--- config.mk ---
export PLATFORM = sky130hd
export DESIGN_NAME = johnson_phase_decoder
export DESIGN_NICKNAME = d
export VERILOG_FILES = /design/src/rtl/johnson_pkg.sv /design/src/rtl/johnson_code_check.sv /design/src/rtl/johnson_phase_decoder.sv
export SDC_FILE = /design/constraint.sdc
export NUM_CORES = 1
export LEC_CHECK = 0
export CAP_MARGIN = 10
export CELL_PAD_IN_SITES_DETAIL_PLACEMENT = 0
export CELL_PAD_IN_SITES_GLOBAL_PLACEMENT = 1
export CORE_UTILIZATION = 39
export CTS_CLUSTER_SIZE = 10
export DETAILED_ROUTE_END_ITERATION = 7
export PLACE_DENSITY = 0.89
export SETUP_SLACK_MARGIN = 0.15
export SYNTH_ARGS = -nofsm -noshare
export SYNTH_HDL_FRONTEND = slang
export SYNTH_HIERARCHICAL = 1
export SYNTH_SLANG_ARGS = --single-unit
--- constraint.sdc ---
create_clock -name clk -period 2.2 [get_ports clk]
set_input_delay 0.22 -clock clk [delete_from_list [all_inputs] [get_ports clk]]
set_output_delay 0.22 -clock clk [all_outputs]
set_load 0.03 [all_outputs]
--- src/rtl/johnson_pkg.sv ---
// Shared definitions for the Johnson code decoder: lock FSM states, phase-count helpers,
// and the legality/index decode that the counter's bench checker also uses.
package johnson_pkg;

    typedef enum logic [1:0] {
        UNLOCKED = 2'd0,
        TRACK    = 2'd1,
        LOCKED   = 2'd2
    } jdec_state_t;

    localparam int JDEC_MAX_W = 32;

    function automatic int jdec_phases(input int width);
        return 2 * width;
    endfunction

    function automatic int jdec_idx_w(input int width);
        return (2 * width <= 2) ? 1 : $clog2(2 * width);
    endfunction

    // Index comes from the popcount and the MSB. The code is legal only if it matches
    // the canonical Johnson pattern for that index. Bits at and above 'width' must be zero.
    function automatic int jdec_decode(input logic [JDEC_MAX_W-1:0] q, input int width,
                                       output logic legal);
        int                    ones;
        int                    idx;
        logic [JDEC_MAX_W-1:0] exp_code;
        ones = 0;
        for (int b = 0; b < JDEC_MAX_W; b++) begin
            if (b < width && q[b]) ones++;
        end
        idx = q[width-1] ? (2 * width - ones) : ones;
        exp_code = '0;
        for (int b = 0; b < JDEC_MAX_W; b++) begin
            if (b < width) exp_code[b] = (idx <= width) ? (b < idx) : (b >= idx - width);
        end
        legal = (q == exp_code);
        return idx;
    endfunction

endpackage

--- src/rtl/johnson_code_check.sv ---
// Combinational legality check and phase-index decode of one Johnson code word.
module johnson_code_check
    import johnson_pkg::*;
#(
    parameter int WIDTH = 4,
    parameter int IDX_W = 3
) (
    input  logic [WIDTH-1:0] q_in,
    output logic             legal,
    output logic [IDX_W-1:0] idx
);

    always_comb begin
        int   idx_full;
        logic legal_c;
        idx_full = jdec_decode(JDEC_MAX_W'(q_in), WIDTH, legal_c);
        legal    = legal_c;
        idx      = IDX_W'(idx_full);
    end

endmodule

--- src/rtl/johnson_phase_decoder.sv ---
// Johnson code phase decoder with a lock FSM, error flags and a completed-cycle counter.
// The cycle counter is built only when JOHNSON_DEC_CYCLE_CNT_EN is defined; otherwise it reads 0.
module johnson_phase_decoder
    import johnson_pkg::*;
#(
    parameter int WIDTH      = 4,
    parameter int LOCK_COUNT = 3,
    parameter int CYCLE_W    = 8
) (
    input  logic                            clk,
    input  logic                            reset,
    input  logic [WIDTH-1:0]                q_in,
    input  logic                            q_valid,
    output logic [jdec_phases(WIDTH)-1:0]   phase_onehot,
    output logic [jdec_idx_w(WIDTH)-1:0]    phase_idx,
    output logic                            locked,
    output logic                            err,
    output logic                            err_sticky,
    output logic [CYCLE_W-1:0]              cycle_count
);

    localparam int P     = jdec_phases(WIDTH);
    localparam int IDX_W = jdec_idx_w(WIDTH);
    localparam int RUN_W = $clog2(LOCK_COUNT + 1);

    localparam logic [IDX_W-1:0] LAST_IDX = IDX_W'(P - 1);
    localparam logic [IDX_W-1:0] IDX_ONE  = IDX_W'(1);
    localparam logic [RUN_W-1:0] RUN_ONE  = RUN_W'(1);
    localparam logic [RUN_W-1:0] RUN_LOCK = RUN_W'(LOCK_COUNT);

    logic             code_legal;
    logic [IDX_W-1:0] code_idx;
    logic [IDX_W-1:0] succ_idx;
    logic             is_succ;

    jdec_state_t      state_q, state_d;
    logic [RUN_W-1:0] run_q, run_d;
    logic [IDX_W-1:0] prev_idx_q, prev_idx_d;
    logic [IDX_W-1:0] phase_idx_q, phase_idx_d;
    logic [P-1:0]     onehot_q, onehot_d;
    logic             locked_q, locked_d;
    logic             err_q, err_d;
    logic             sticky_q, sticky_d;

    johnson_code_check #(
        .WIDTH(WIDTH),
        .IDX_W(IDX_W)
    ) u_code_check (
        .q_in (q_in),
        .legal(code_legal),
        .idx  (code_idx)
    );

    always_comb begin
        // NOTE: every _d gets its hold value first so no path through the case leaves it unassigned (no latch).
        state_d     = state_q;
        run_d       = run_q;
        prev_idx_d  = prev_idx_q;
        phase_idx_d = phase_idx_q;
        onehot_d    = onehot_q;
        err_d       = 1'b0;
        succ_idx    = (prev_idx_q == LAST_IDX) ? '0 : prev_idx_q + IDX_ONE;
        is_succ     = code_legal && (code_idx == succ_idx);

        if (q_valid) begin
            onehot_d = '0;
            if (code_legal) begin
                phase_idx_d        = code_idx;
                prev_idx_d         = code_idx;
                onehot_d[code_idx] = 1'b1;
            end

            case (state_q)
                UNLOCKED: begin
                    if (code_legal) begin
                        state_d = TRACK;
                        run_d   = RUN_ONE;
                    end else begin
                        err_d = 1'b1;
                    end
                end
                TRACK: begin
                    if (is_succ) begin
                        run_d = run_q + RUN_ONE;
                        if (run_d == RUN_LOCK) state_d = LOCKED;
                    end else if (code_legal) begin
                        run_d = RUN_ONE;
                        err_d = 1'b1;
                    end else begin
                        state_d = UNLOCKED;
                        run_d   = '0;
                        err_d   = 1'b1;
                    end
                end
                LOCKED: begin
                    if (!is_succ) begin
                        err_d = 1'b1;
                        if (code_legal) begin
                            state_d = TRACK;
                            run_d   = RUN_ONE;
                        end else begin
                            state_d = UNLOCKED;
                            run_d   = '0;
                        end
                    end
                end
                default: begin
                    state_d = UNLOCKED;
                    run_d   = '0;
                end
            endcase
        end

        sticky_d = sticky_q | err_d;
        locked_d = (state_d == LOCKED);
    end

    always_ff @(posedge clk or negedge reset) begin
        if (!reset) begin
            state_q     <= UNLOCKED;
            run_q       <= '0;
            prev_idx_q  <= '0;
            phase_idx_q <= '0;
            onehot_q    <= '0;
            locked_q    <= 1'b0;
            err_q       <= 1'b0;
            sticky_q    <= 1'b0;
        end else begin
            // NOTE: non-blocking so every flop samples the pre-edge values computed above.
            state_q     <= state_d;
            run_q       <= run_d;
            prev_idx_q  <= prev_idx_d;
            phase_idx_q <= phase_idx_d;
            onehot_q    <= onehot_d;
            locked_q    <= locked_d;
            err_q       <= err_d;
            sticky_q    <= sticky_d;
        end
    end

    assign phase_onehot = onehot_q;
    assign phase_idx    = phase_idx_q;
    assign locked       = locked_q;
    assign err          = err_q;
    assign err_sticky   = sticky_q;

`ifdef JOHNSON_DEC_CYCLE_CNT_EN
    localparam logic [CYCLE_W-1:0] CYCLE_ONE = CYCLE_W'(1);

    logic [CYCLE_W-1:0] cycle_q, cycle_d;

    // A cycle completes on the locked successor that wraps the index back to 0.
    always_comb begin
        cycle_d = cycle_q;
        if (q_valid && state_q == LOCKED && is_succ && code_idx == '0) cycle_d = cycle_q + CYCLE_ONE;
    end

    always_ff @(posedge clk or negedge reset) begin
        if (!reset) cycle_q <= '0;
        else        cycle_q <= cycle_d;
    end

    assign cycle_count = cycle_q;
`else
    assign cycle_count = '0;
`endif

endmodule

==> flow_summary.ini <==
[sta]
setup_ws_ns = -1.78
slew_headroom_pct = 47.3
slew_viol_final = 0
fin_hold_ws_ns = 0.418
rsz0062_at_grt = yes
finalCriticalPeriod_ns = 3.98
final_hold_viol_count = 0
post-route-period-util_pct = 181
worstMarginPinSlew_ns = 0.788
setup_viol = 18
fin_tns_setup_ns = -30.56
skew_ns = 0.00276
max_freq_ghz = 0.251

[logic_synthesis]
async_flop_share_pct = 100
yosysWarnings = 6
synthDistinctLibCells = 43
syn_avg_cell_area_sq_um = 8.68
synth-edff-count = 0
ys_seq_area_share_pct = 28.7
synth_cells = 181
synthTopCellsByArea = dfrtp_1 (29%), ha_1 (12%), o21ai_0 (5.1%)
synth_top_area_share_pct = 28.7
synth_top_cell_by_area = dfrtp_1
ys_ff_latch = 18
synth_area_sq_um = 1570
ys.flop_type = dfrtp_1

[place]
hpwl_mm = 2.58
post_dp_cell_area_sq_um = 2150
gp_congestion = 0.849
pre_cts_slack_ns = -2.64
io_buffer_count = 20
dp_cells = 277

[setup_path]
r2r_slack_ns = 0.17
endpoint_kind = register
cp.arrival_ns = 4.14
crit_start = q_in[0]
reg2reg_depth = 6
reg2reg_from = phase_idx[0]
cp_data_required_time_ns = 2.36
worst-setup-path-type = in -> reg
start_kind = input pin
critPathCapture = locked
r2r_end = run_q[1]
cp_max_fo = 6

[drt]
wirelength_mm = 3.50
drt_first_iter_violations = 46
drt_pass1_iterations = 4
vias = 1441
routed_via_density = 4.93
wl_per_cell_microns = 12.0
drt_drc_violations_left = 0
postRouteAntennaNets = 0

[pwr]
p_per_area_nw_per_um2 = 791
max-vdd-ir-drop_mv = 0.839
total_power_mw = 1.94
leakagePower_nw = 1.08

[cts]
htree_levels = 1
cts_tree = yes
clock_sinks = 18
clockBufferDepth = 2
cts_buffers = 3
clk_latency_ns = 0.26
holdBufCountCts = 0
path_clk_slew_ns = 0.07
root_buffer = clkbuf_8

[die]
fp.dieH_microns = 65.5
die_area_sq_um = 4290
rows = 22
chipWidth_microns = 65.5
io_pins = 29
coreArea_sq_um = 3770
start_util_pct = 41.7

[final_layout]
fin_util_pct = 65.0
nFillCells = 290
n_antenna_cell = 0
final_common_cell = buf_4
nNetsFinal = 267
fin_area_sq_um = 2450
layout_common_cells = buf_4 (40), dfrtp_1 (18), inv_1 (17), clkdlybuf4s50_1 (17)
areaGrowthSynthToFinish_pct = 55.9
drive_gt1_share_pct = 43.0
stdcell_count = 292

[global_routing]
track_usage_pct = 16.6
grt_max_degree = 21
grt_pass1_vias = 1278
grt-ovfl-total = 0
grt_antenna_before_repair = 0
grt_pass1_wl_mm = 5.57

[run_status]
violations = setup timing
outcome = complete, but fails checks

[hold_path]
min_path_type = in -> async

[run]
drv_cap = 0
## worst min-delay path by stage
| stage | startpoint | end | depth (start not counted) |
|---|---|---|---|
| after CTS | reset | run_q[1] | 1 |
| final | reset | phase_onehot[5] | 1 |
| after global placement | err_sticky | err_sticky | 1 |
| after detailed placement | err_sticky | err_sticky | 1 |
| after global routing | reset | run_q[1] | 1 |
| after floorplan | reset | err | 0 |
## final cells by class
| type | count | area (sq um) | share of cell area, % |
|---|---|---|---|
| flip-flops and latches | 18 | 450 | 18.4 |
| repair buffers | 67 | 574 | 23.4 |
| well taps | 48 | 60.1 | 2.45 |
| inverters | 21 | 93.8 | 3.83 |
| multi-input cells | 134 | 1220 | 49.6 |
| clock buffers | 4 | 55.1 | 2.25 |
## kinds of logic (layout without fill, tap and decap cells)
kind of cell / after synthesis / in the layout / synth area share (%)
XOR/XNOR: 10 / 10 / 7.01
flip-flops: 18 / 18 / 28.7
buffers and inverters: 36 / 92 / 10.9
AND/OR/NAND/NOR: 52 / 52 / 18.8
other: 2 / 9 / 0.478
AO/OA/AOI/OAI: 42 / 42 / 18.2
multiplexers: 6 / 6 / 4.06
adder cells (fa/ha/maj): 15 / 15 / 11.9
## what timing repair did
item | CTS | global route
resized for setup | 30 | 26
hold endpoints to repair | 0 | 0
endpoints found under the setup margin | 18 | 18
pin swaps | 19 | 23
setup buffers | 8 | 3
## where the power goes
group / total [mW] / switching (mW) / internal (mW)
logic: 1.23 / 0.645 / 0.585
clock network: 0.273 / 0.114 / 0.159
registers: 0.434 / 0.0476 / 0.386
total: 1.94 / 0.807 / 1.13
## Yosys cell counts, drive strengths merged (3+ instances only)
| library cell | n |
|---|---|
| dfrtp | 18 |
| nor2 | 11 |
| ha | 15 |
| mux2i | 3 |
| buf | 11 |
| or3 | 3 |
| nand4 | 6 |
| o21ai | 18 |
| a21oi | 9 |
| mux2 | 3 |
| nand3 | 8 |
| clkbuf | 4 |
| xor2 | 3 |
| inv | 21 |
| xnor2 | 7 |
| nand2 | 13 |
| nor2b | 3 |
| o31ai | 3 |
| nand2b | 3 |
## critical path, stage by stage
cell and delay [ns]:
buf_6 0.09, buf_6 0.12, inv_12 0.04, ha_4 0.21, xnor2_4 0.17, inv_2 0.07
ha_4 0.21, nor2_2 0.07, a21oi_1 0.07, or3_4 0.40, ha_4 0.22, nand2b_4 0.16
ha_4 0.17, buf_4 0.12, buf_4 0.13, a21oi_1 0.28, a21oi_1 0.14, xnor2_1 0.17
nor4_4 0.27, buf_6 0.17, buf_4 0.12, o221ai_4 0.13, o211a_1 0.25, nor2b_4 0.12
## state kept, by name, summed over array words and instances, names as in the netlist
signal,cells
state_q,2
err_sticky,1
phase_idx,3
locked,1
phase_onehot,8
err,1
run_q,2
## layer usage
metal | up-vias | wire length (microns) | part of all wire (%) | GRT usage [%]
met5 | - | 0 | 0 | 0
met4 | 0 | 12 | 0.34 | 2.45
met3 | 2 | 78 | 2.2 | 3.65
met2 | 19 | 1740 | 50 | 27.3
met1 | 692 | 1660 | 48 | 22.5
li1 | 728 | - | - | -
Note: power is estimated with default switching activity, not from simulation.
